**src/rtl/f_pc_npc_unit_if.sv**
```systemverilog
// Fetch/decode bus between the PC unit and its neighbours (hazard unit, IM, D stage).
// Ports: slave modport = PC unit view (D-stage decisions and IM data in, fetch PC and F/D register out);
//        master modport = view of the surrounding pipeline that drives those decisions.
interface f_pc_npc_unit_if;
  // Control and D-stage decode inputs to the PC unit
  logic        stall;
  logic [31:0] instr_f;
  logic        branch_taken;
  logic        d_is_branch;
  logic [1:0]  d_jtype;
  logic [15:0] d_imm16;
  logic [25:0] d_imm26;
  logic [31:0] d_rs_val;
  logic        d_likely;
  // Fetch PC and F/D register outputs
  logic [31:0] pc_f;
  logic [31:0] npc;
  logic [31:0] instr_d;
  logic [31:0] pc_d;
  logic        valid_d;
  logic        pc_err;
  logic        pc_oor;

  modport slave (
    input  stall, instr_f, branch_taken, d_is_branch, d_jtype,
           d_imm16, d_imm26, d_rs_val, d_likely,
    output pc_f, npc, instr_d, pc_d, valid_d, pc_err, pc_oor
  );

  modport master (
    output stall, instr_f, branch_taken, d_is_branch, d_jtype,
           d_imm16, d_imm26, d_rs_val, d_likely,
    input  pc_f, npc, instr_d, pc_d, valid_d, pc_err, pc_oor
  );
endinterface

```
**src/rtl/f_pc_npc_unit.sv**
```systemverilog
// Fetch PC, next-PC select and F/D pipeline register for a MIPS-style pipeline with a delay slot.
// Latency: redirect reaches pc_f one edge after the branch/jump sits in D; npc is combinational.
// Backpressure: stall freezes pc_f and the F/D register; the D decision is re-evaluated once stall drops.
// Ports: clk, reset (sync, active-high); bus (slave modport of f_pc_npc_unit_if) carrying
//        stall, instr_f and D-stage decode in; pc_f, npc, instr_d, pc_d, valid_d, pc_err, pc_oor out.
// Optional feature macro: NPC_LIKELY_EN (annuls the delay slot of a not-taken "likely" branch).
module f_pc_npc_unit #(
  parameter logic [31:0] RESET_PC = 32'h0000_3000,
  parameter int unsigned IM_WORDS = 4096
) (
  input  logic                  clk,
  input  logic                  reset,
  f_pc_npc_unit_if.slave        bus
);

  // IM window bounds held at 33 bits so RESET_PC + 4*IM_WORDS cannot wrap.
  localparam logic [32:0] IM_LO = {1'b0, RESET_PC};
  localparam logic [32:0] IM_HI = IM_LO + (33'(IM_WORDS) << 2);

  logic [31:0] pc_q;
  logic [31:0] instr_q;
  logic [31:0] pcd_q;
  logic        valid_q;

  logic [31:0] npc_c;
  logic [31:0] pc_plus4;
  logic [31:0] br_target;
  logic [31:0] j_target;
  logic        br_take;
  logic        annul;

  // Sequential targets; 32-bit adds wrap naturally (0xFFFF_FFFC + 4 -> 0).
  assign pc_plus4  = pc_q + 32'd4;
  assign br_target = pcd_q + 32'd4 + {{14{bus.d_imm16[15]}}, bus.d_imm16, 2'b00};
  assign j_target  = {pcd_q[31:28], bus.d_imm26, 2'b00};
  assign br_take   = bus.d_is_branch & bus.branch_taken;

  // Branch outranks jumps so an illegal branch+jump decode still has a defined target.
  always_comb begin
    npc_c = pc_plus4;
    if (br_take) begin
      npc_c = br_target;
    end else if (bus.d_jtype == 2'b01) begin
      npc_c = j_target;
    end else if (bus.d_jtype == 2'b10) begin
      npc_c = bus.d_rs_val;
    end
  end

`ifdef NPC_LIKELY_EN
  // Not-taken likely branch: the delay slot being fetched now is squashed on its way into D.
  assign annul = bus.d_is_branch & bus.d_likely & ~bus.branch_taken;
`else
  assign annul = 1'b0;
`endif

  always_ff @(posedge clk) begin
    if (reset) begin
      pc_q    <= RESET_PC;
      instr_q <= 32'd0;
      pcd_q   <= 32'd0;
      valid_q <= 1'b0;
    end else if (!bus.stall) begin
      pc_q  <= npc_c;
      pcd_q <= pc_q;
      if (annul) begin
        instr_q <= 32'd0;
        valid_q <= 1'b0;
      end else begin
        instr_q <= bus.instr_f;
        valid_q <= 1'b1;
      end
    end
  end

  assign bus.pc_f    = pc_q;
  assign bus.npc     = npc_c;
  assign bus.instr_d = instr_q;
  assign bus.pc_d    = pcd_q;
  assign bus.valid_d = valid_q;
  // Status flags only; fetch keeps running when they are raised.
  assign bus.pc_err  = |pc_q[1:0];
  assign bus.pc_oor  = ({1'b0, pc_q} < IM_LO) || ({1'b0, pc_q} >= IM_HI);

endmodule

```
**src/flat_wrapper.sv**
```systemverilog
// flat-port wrapper written by rule: the top's interface ports become plain ports
module f_pc_npc_unit_flat 
#(
  parameter logic [31:0] RESET_PC = 32'h0000_3000,
  parameter int unsigned IM_WORDS = 4096
)
  (clk, reset, bus_stall, bus_instr_f, bus_branch_taken, bus_d_is_branch, bus_d_jtype, bus_d_imm16, bus_d_imm26, bus_d_rs_val, bus_d_likely, bus_pc_f, bus_npc, bus_instr_d, bus_pc_d, bus_valid_d, bus_pc_err, bus_pc_oor);
  f_pc_npc_unit_if bus_i ();
  input  logic clk;
  input  logic reset;
  input wire logic [$bits(bus_i.stall)-1:0] bus_stall;
  input wire logic [$bits(bus_i.instr_f)-1:0] bus_instr_f;
  input wire logic [$bits(bus_i.branch_taken)-1:0] bus_branch_taken;
  input wire logic [$bits(bus_i.d_is_branch)-1:0] bus_d_is_branch;
  input wire logic [$bits(bus_i.d_jtype)-1:0] bus_d_jtype;
  input wire logic [$bits(bus_i.d_imm16)-1:0] bus_d_imm16;
  input wire logic [$bits(bus_i.d_imm26)-1:0] bus_d_imm26;
  input wire logic [$bits(bus_i.d_rs_val)-1:0] bus_d_rs_val;
  input wire logic [$bits(bus_i.d_likely)-1:0] bus_d_likely;
  output wire logic [$bits(bus_i.pc_f)-1:0] bus_pc_f;
  output wire logic [$bits(bus_i.npc)-1:0] bus_npc;
  output wire logic [$bits(bus_i.instr_d)-1:0] bus_instr_d;
  output wire logic [$bits(bus_i.pc_d)-1:0] bus_pc_d;
  output wire logic [$bits(bus_i.valid_d)-1:0] bus_valid_d;
  output wire logic [$bits(bus_i.pc_err)-1:0] bus_pc_err;
  output wire logic [$bits(bus_i.pc_oor)-1:0] bus_pc_oor;
  assign bus_i.stall = bus_stall;
  assign bus_i.instr_f = bus_instr_f;
  assign bus_i.branch_taken = bus_branch_taken;
  assign bus_i.d_is_branch = bus_d_is_branch;
  assign bus_i.d_jtype = bus_d_jtype;
  assign bus_i.d_imm16 = bus_d_imm16;
  assign bus_i.d_imm26 = bus_d_imm26;
  assign bus_i.d_rs_val = bus_d_rs_val;
  assign bus_i.d_likely = bus_d_likely;
  assign bus_pc_f = bus_i.pc_f;
  assign bus_npc = bus_i.npc;
  assign bus_instr_d = bus_i.instr_d;
  assign bus_pc_d = bus_i.pc_d;
  assign bus_valid_d = bus_i.valid_d;
  assign bus_pc_err = bus_i.pc_err;
  assign bus_pc_oor = bus_i.pc_oor;
  f_pc_npc_unit #(.RESET_PC(RESET_PC), .IM_WORDS(IM_WORDS)) u_core (.clk(clk), .reset(reset), .bus(bus_i));
endmodule
```
**config.mk**
```make
export PLATFORM = sky130hd
export DESIGN_NAME = f_pc_npc_unit_flat
export DESIGN_NICKNAME = d
export VERILOG_FILES = /design/src/rtl/f_pc_npc_unit_if.sv /design/src/rtl/f_pc_npc_unit.sv /design/src/flat_wrapper.sv
export SDC_FILE = /design/constraint.sdc
export NUM_CORES = 1
export LEC_CHECK = 0
export CORE_ASPECT_RATIO = 1.5
export CORE_MARGIN = 3
export CORE_UTILIZATION = 47
export CTS_CLUSTER_DIAMETER = 30
export CTS_CLUSTER_SIZE = 16
export DETAILED_ROUTE_END_ITERATION = 8
export PLACE_DENSITY = 0.83
export SYNTH_ARGS = -nofsm -noshare
export SYNTH_HDL_FRONTEND = slang
export SYNTH_SLANG_ARGS = --single-unit
```
**constraint.sdc**
```tcl
create_clock -name clk -period 3.8 [get_ports clk]
set_input_delay 0.57 -clock clk [delete_from_list [all_inputs] [get_ports clk]]
set_output_delay 0.57 -clock clk [all_outputs]
set_load 0.005 [all_outputs]
```
Word-level counts from Yosys, hierarchy flattened
Index checks and enable logic that the tools add are counted.
Widths: inputs -> output; s select.
{"block": "word_totals", "ff_bits": 97, "latch_bits": 0, "ramBits": 0, "mem_bits_ro": 0, "input_bits": 114, "out_inout_bits": 131, "word_cells": 17, "n_memories": 0}
{"block": "op_classes", "add_sub_neg": 3, "mul": 0, "div": 0, "order_cmp": 2, "n_eq_ne": 2, "n_shift": 0, "n_mux": 3, "n_bitwise": 1, "n_reduce_logical": 2}
{"operator": "$mux 32", "count": 3}
{"operator": "$add 32x3->32 const B", "count": 2}
{"operator": "$add 32x32->32", "count": 1}
{"operator": "$ge 32x15->1 const B", "count": 1}
{"operator": "$lt 32x14->1 const B", "count": 1}
{"operator": "$eq 2x1->1 const B", "count": 1}
{"operator": "$eq 2x2->1 const B", "count": 1}
{"operator": "$reduce_or 2->1", "count": 1}
{"operator": "$and 1x1->1", "count": 1}
{"operator": "$logic_or 1x1->1", "count": 1}

Longest topological paths before layout
{"block": "depth", "word_depth": 4, "ltp_mapped": 13, "ltp_nobuf": 13}

Least setup slack after synthesis
OpenSTA, ideal clock, no wires.
{"block": "synth_timing", "path_type": "in2out", "from": "input bus_d_imm16[1]", "to": "output bus_npc[29]", "arrival_ps": 2982, "required_ps": 3230, "slack_ps": 248, "cell_stages": 11, "path_buffers": 0, "path_cell_list": "ha_1 -> ha_1 -> fa_1 -> a21o_1 -> a311oi_2 -> o21ai_0 -> a211o_1 -> a311oi_2 -> xnor2_1 -> nor2_1 -> nor2_1"}
{"block": "synth_between", "elab_chain_len": 2}
{"element": "from (decl)", "line_no": "flat_wrapper.sv:16", "text": "input wire logic [$bits(bus_i.d_imm16)-1:0] bus_d_imm16;"}
{"element": "$add 32x32->32", "line_no": "f_pc_npc_unit.sv:34", "text": "assign br_target = pcd_q + 32'd4 + {{14{bus.d_imm16[15]}}, bus.d_imm16, 2'b00};"}
{"element": "$mux 32", "line_no": "f_pc_npc_unit.sv:41", "text": "if (br_take) begin"}
{"element": "to (decl)", "line_no": "flat_wrapper.sv:21", "text": "output wire logic [$bits(bus_i.npc)-1:0] bus_npc;"}
Every way passes these cells.

Worst setup path in the final report
{"block": "layout_timing", "from": "input bus_d_imm16[4]", "to": "output bus_npc[10]"}
The elaborated chain is that of the path after synthesis.

==> results.toml <==
[sta]
hold_viol_final = 0
setup_ws_ns = -0.0333
hold_slack_ns = 0.480
setup_viol = 2
tightest_slew_ns = 0.660
rsz0062_at_grt = "true"
relSlewSlack_pct = 56.0
period_needed_ns = 3.83
clock_skew_ns = 0.0126
min_period_over_period_pct = 101
drv_slew = 0
fmax_mhz = 261

[yosys]
syn_area_per_cell_um2 = 7.99
ys.flop_type = "dfxtp_1"
synth_seq_cells = 97
ys_seq_area_share_pct = 27.5
async_flop_share_pct = 0
synth.area.top_cells = "dfxtp_1 (28%), mux2i_1 (11%), ha_1 (10%)"
synth_edf_count = 0
yosysWarningCount = 0
synth_nets = 1058
synth_top_area_share_pct = 27.5
syn-instance-count = 884
ys_types = 63
synth.largest_area_cell = "dfxtp_1"
synth_area_um2 = 7060

[pwr]
switching_share_pct = 34.7
p_total_mw = 3.48
sequentialPowerShare_pct = 33.3
switchingPower_mw = 1.21
power_density_nw_per_um2 = 298
leakage_nw = 4.97
ir_drop_uv = 226
clkPwrFrac_pct = 28.8
p_comb_share_pct = 37.9
p_int_mw = 2.28

[global_route]
grt_usage_pct = 34.7
antenna_found_initial = 1
grt_pass1_wl_mm = 45.5
grt_max_degree = 60
first_global_vias = 8686
grt-ovfl-total = 0

[worst_setup_path]
end_kind = "output port"
critPathKind = "input port to output port"
cp_common_cell = "ha_4"
critPathBufInv = 4
required_ns = 3.23
worstPathMaxFanout = 2
cp_top_family = "buffers and inverters"
critPathSlowestCell = "clkdlybuf4s50_1"
path_cells = "dlygate4sd2_1, ha_4, ha_4, a21o_1, buf_6, a31o_4, buf_4, o21ai_2, nand2b_1, a21oi_1, xor2_1, o22ai_2, clkdlybuf4s50_1"
start_kind = "input port"
slowest_delay_ns = 0.54
cp.arrival_ns = 3.26

[worst_hold_path]
hold_path.class = "flop to flop"

[clock_tree]
insertion_delay_ns = 0.37
ctsHoldBuffers = 0
cts.sinks = 97
clk_path_buf_depth = 2
cts_made_buffers = 9
cts_tree = "yes"
htree_num_levels = 3
clkTransAtPathRegs_ns = 0.10
cts-root-buf = "clkbuf_16"

[layout]
finalNetCount = 1413
fillers = 954
syn_to_final_growth_pct = 65.5
fin_cells = 1441
multi_input_area_um2 = 5470
register_area_um2 = 1950
layout-drive-gt1-share_pct = 22.9

[route]
ant_nets = 0
wl_per_cell_um = 21.5
vias_per_cell = 5.96
drt_iter0_drc = 692
drt-total-wl_mm = 31.0
drcViolationCount = 0
vias = 8587
firstDrtPassIters = 6

[die]
dieArea_um2 = 16600
rows = 54
core_area_um2 = 14700
die_x_um = 106
initial_core_util_pct = 48.2
ios = 245
die-height_um = 156

[place]
numPortBuffers = 243
dpl.hpwl_mm = 21.7
post-place-cells = 1400
dpl_worst_slack_ns = -0.980
gp_congestion = 0.990

[status]
violations = "negative setup slack"
status = "finished with violations"

[job]
maxCapViolations = 0
-- synth_stat cells, drive strengths merged (3+ instances only) --
library cell,n
a311oi,6
or2,4
o21ai,42
a211oi,10
nor2b,5
nand2b,8
a21o,12
o211a,3
buf,9
nand4,17
nor3b,3
o211ai,12
inv,23
and2,3
and3,3
nand3,16
nor2,129
nand3b,3
nor4,9
nor3,14
o221ai,9
a21oi,63
o31ai,3
a31oi,3
xor2,16
a31o,5
nand2,74
a211o,3
ha,59
a221oi,3
mux2i,78
xnor2,33
clkbuf,46
o21a,22
o22ai,11
and4,6
dfxtp,97
-- cell families (layout without fill, tap and decap cells) --
group,after synthesis,in the layout,share of synthesized area [%]
buffers and inverters,80,440,4.32
multiplexers,80,80,11.4
AND/OR/NAND/NOR,296,296,19.1
other,0,1,0
flip-flops,97,97,27.5
XOR/XNOR,49,49,6.08
AO/OA/AOI/OAI,222,222,20.8
adder cells (fa/ha/maj),60,60,10.7
-- metrics by stage --
step	util, %	setup TNS [ns]	cell area [um^2]
2_1_floorplan	-	0	7060
3_3_place_gp	71.9	-13.07	10500
3_5_place_dp	71.9	-14.41	10500
4_1_cts	78.0	-0.248	11400
5_1_grt	79.7	-0.622	11700
6_report	79.7	-0.0543	11700
-- registers in the layout (all words and copies together) (netlist names) --
name / count
u_core.bus.valid_d: 1
u_core.bus.instr_d: 32
u_core.bus.pc_f: 32
u_core.bus.pc_d: 32
-- cell type report --
cell class	count	share of cell area, %
Multi-Input combinational cell	707	46.9
Timing Repair Buffer	399	30.8
Sequential cell	97	16.7
Tap cell	196	2.10
Clock buffer	9	1.93
Clock inverter	7	0.868
Inverter	25	0.803
Antenna cell	1	0.0214
-- power groups by stage --
| stage | Sequential, mW | Clock [mW] | Combinational, mW |
|---|---|---|---|
| 3_3_place_gp | 1.17 | 0 | 1.13 |
| 4_1_cts | 1.15 | 1.01 | 1.24 |
| 6_report | 1.16 | 1.00 | 1.32 |
| 5_1_grt | 1.17 | 1.05 | 1.41 |
| 3_5_place_dp | 1.17 | 0 | 1.15 |
| 2_1_floorplan | 1.17 | 0 | 0.504 |
-- worst reg2reg max path: cells and delay by family (launching register included) --
| kind | cells | cell delay, ns |
|---|---|---|
| flip-flops | 1 | 0.35 |
| AND/OR/NAND/NOR | 2 | 0.35 |
| adder cells (fa/ha/maj) | 2 | 0.53 |
| AO/OA/AOI/OAI | 6 | 1.07 |
| buffers and inverters | 11 | 1.43 |
-- layer usage --
layer  wire (um)  GRT usage (%)
met5           0              0
met4        2120           21.3
met3        2330           6.83
met2       15700           63.0
met1       10900           36.8
-- path summary, 6_finish.rpt --
check | startpoint | to | slack, ns | cells after the start
worst min register to register | u_core.bus.valid_d | u_core.bus.valid_d | 0.48 | 1
worst max-delay path | bus_d_imm16[4] | bus_npc[10] | -0.03 | 13
worst min-delay path | u_core.bus.valid_d | u_core.bus.valid_d | 0.48 | 1
worst max register to register | u_core.bus.pc_d[4] | u_core.bus.pc_f[22] | -0.02 | 21
-- placed cells by master (no fill, tap or decap), types with 11 or more instances in the layout --
cell and n:
a21o_1 12, a21oi_1 52, buf_4 151, clkdlybuf4s50_1 210, dfxtp_1 94, dlygate4sd2_1 14
ha_1 22, ha_4 35, inv_1 20, mux2i_1 78, nand2_1 72, nand3_1 16
nand4_1 15, nor2_1 128, nor3_1 11, o211ai_1 11, o21a_1 21, o21ai_0 29
xnor2_1 32, xor2_1 15
-- repair_timing --
action / in CTS / in global routing
gates resized for setup: 128 / 41
cloned: 1 / 0
buffers inserted: 16 / 8
pin swaps: 38 / 36
setup endpoints to repair: 25 / 22
Power figures use the tool's default switching activity.
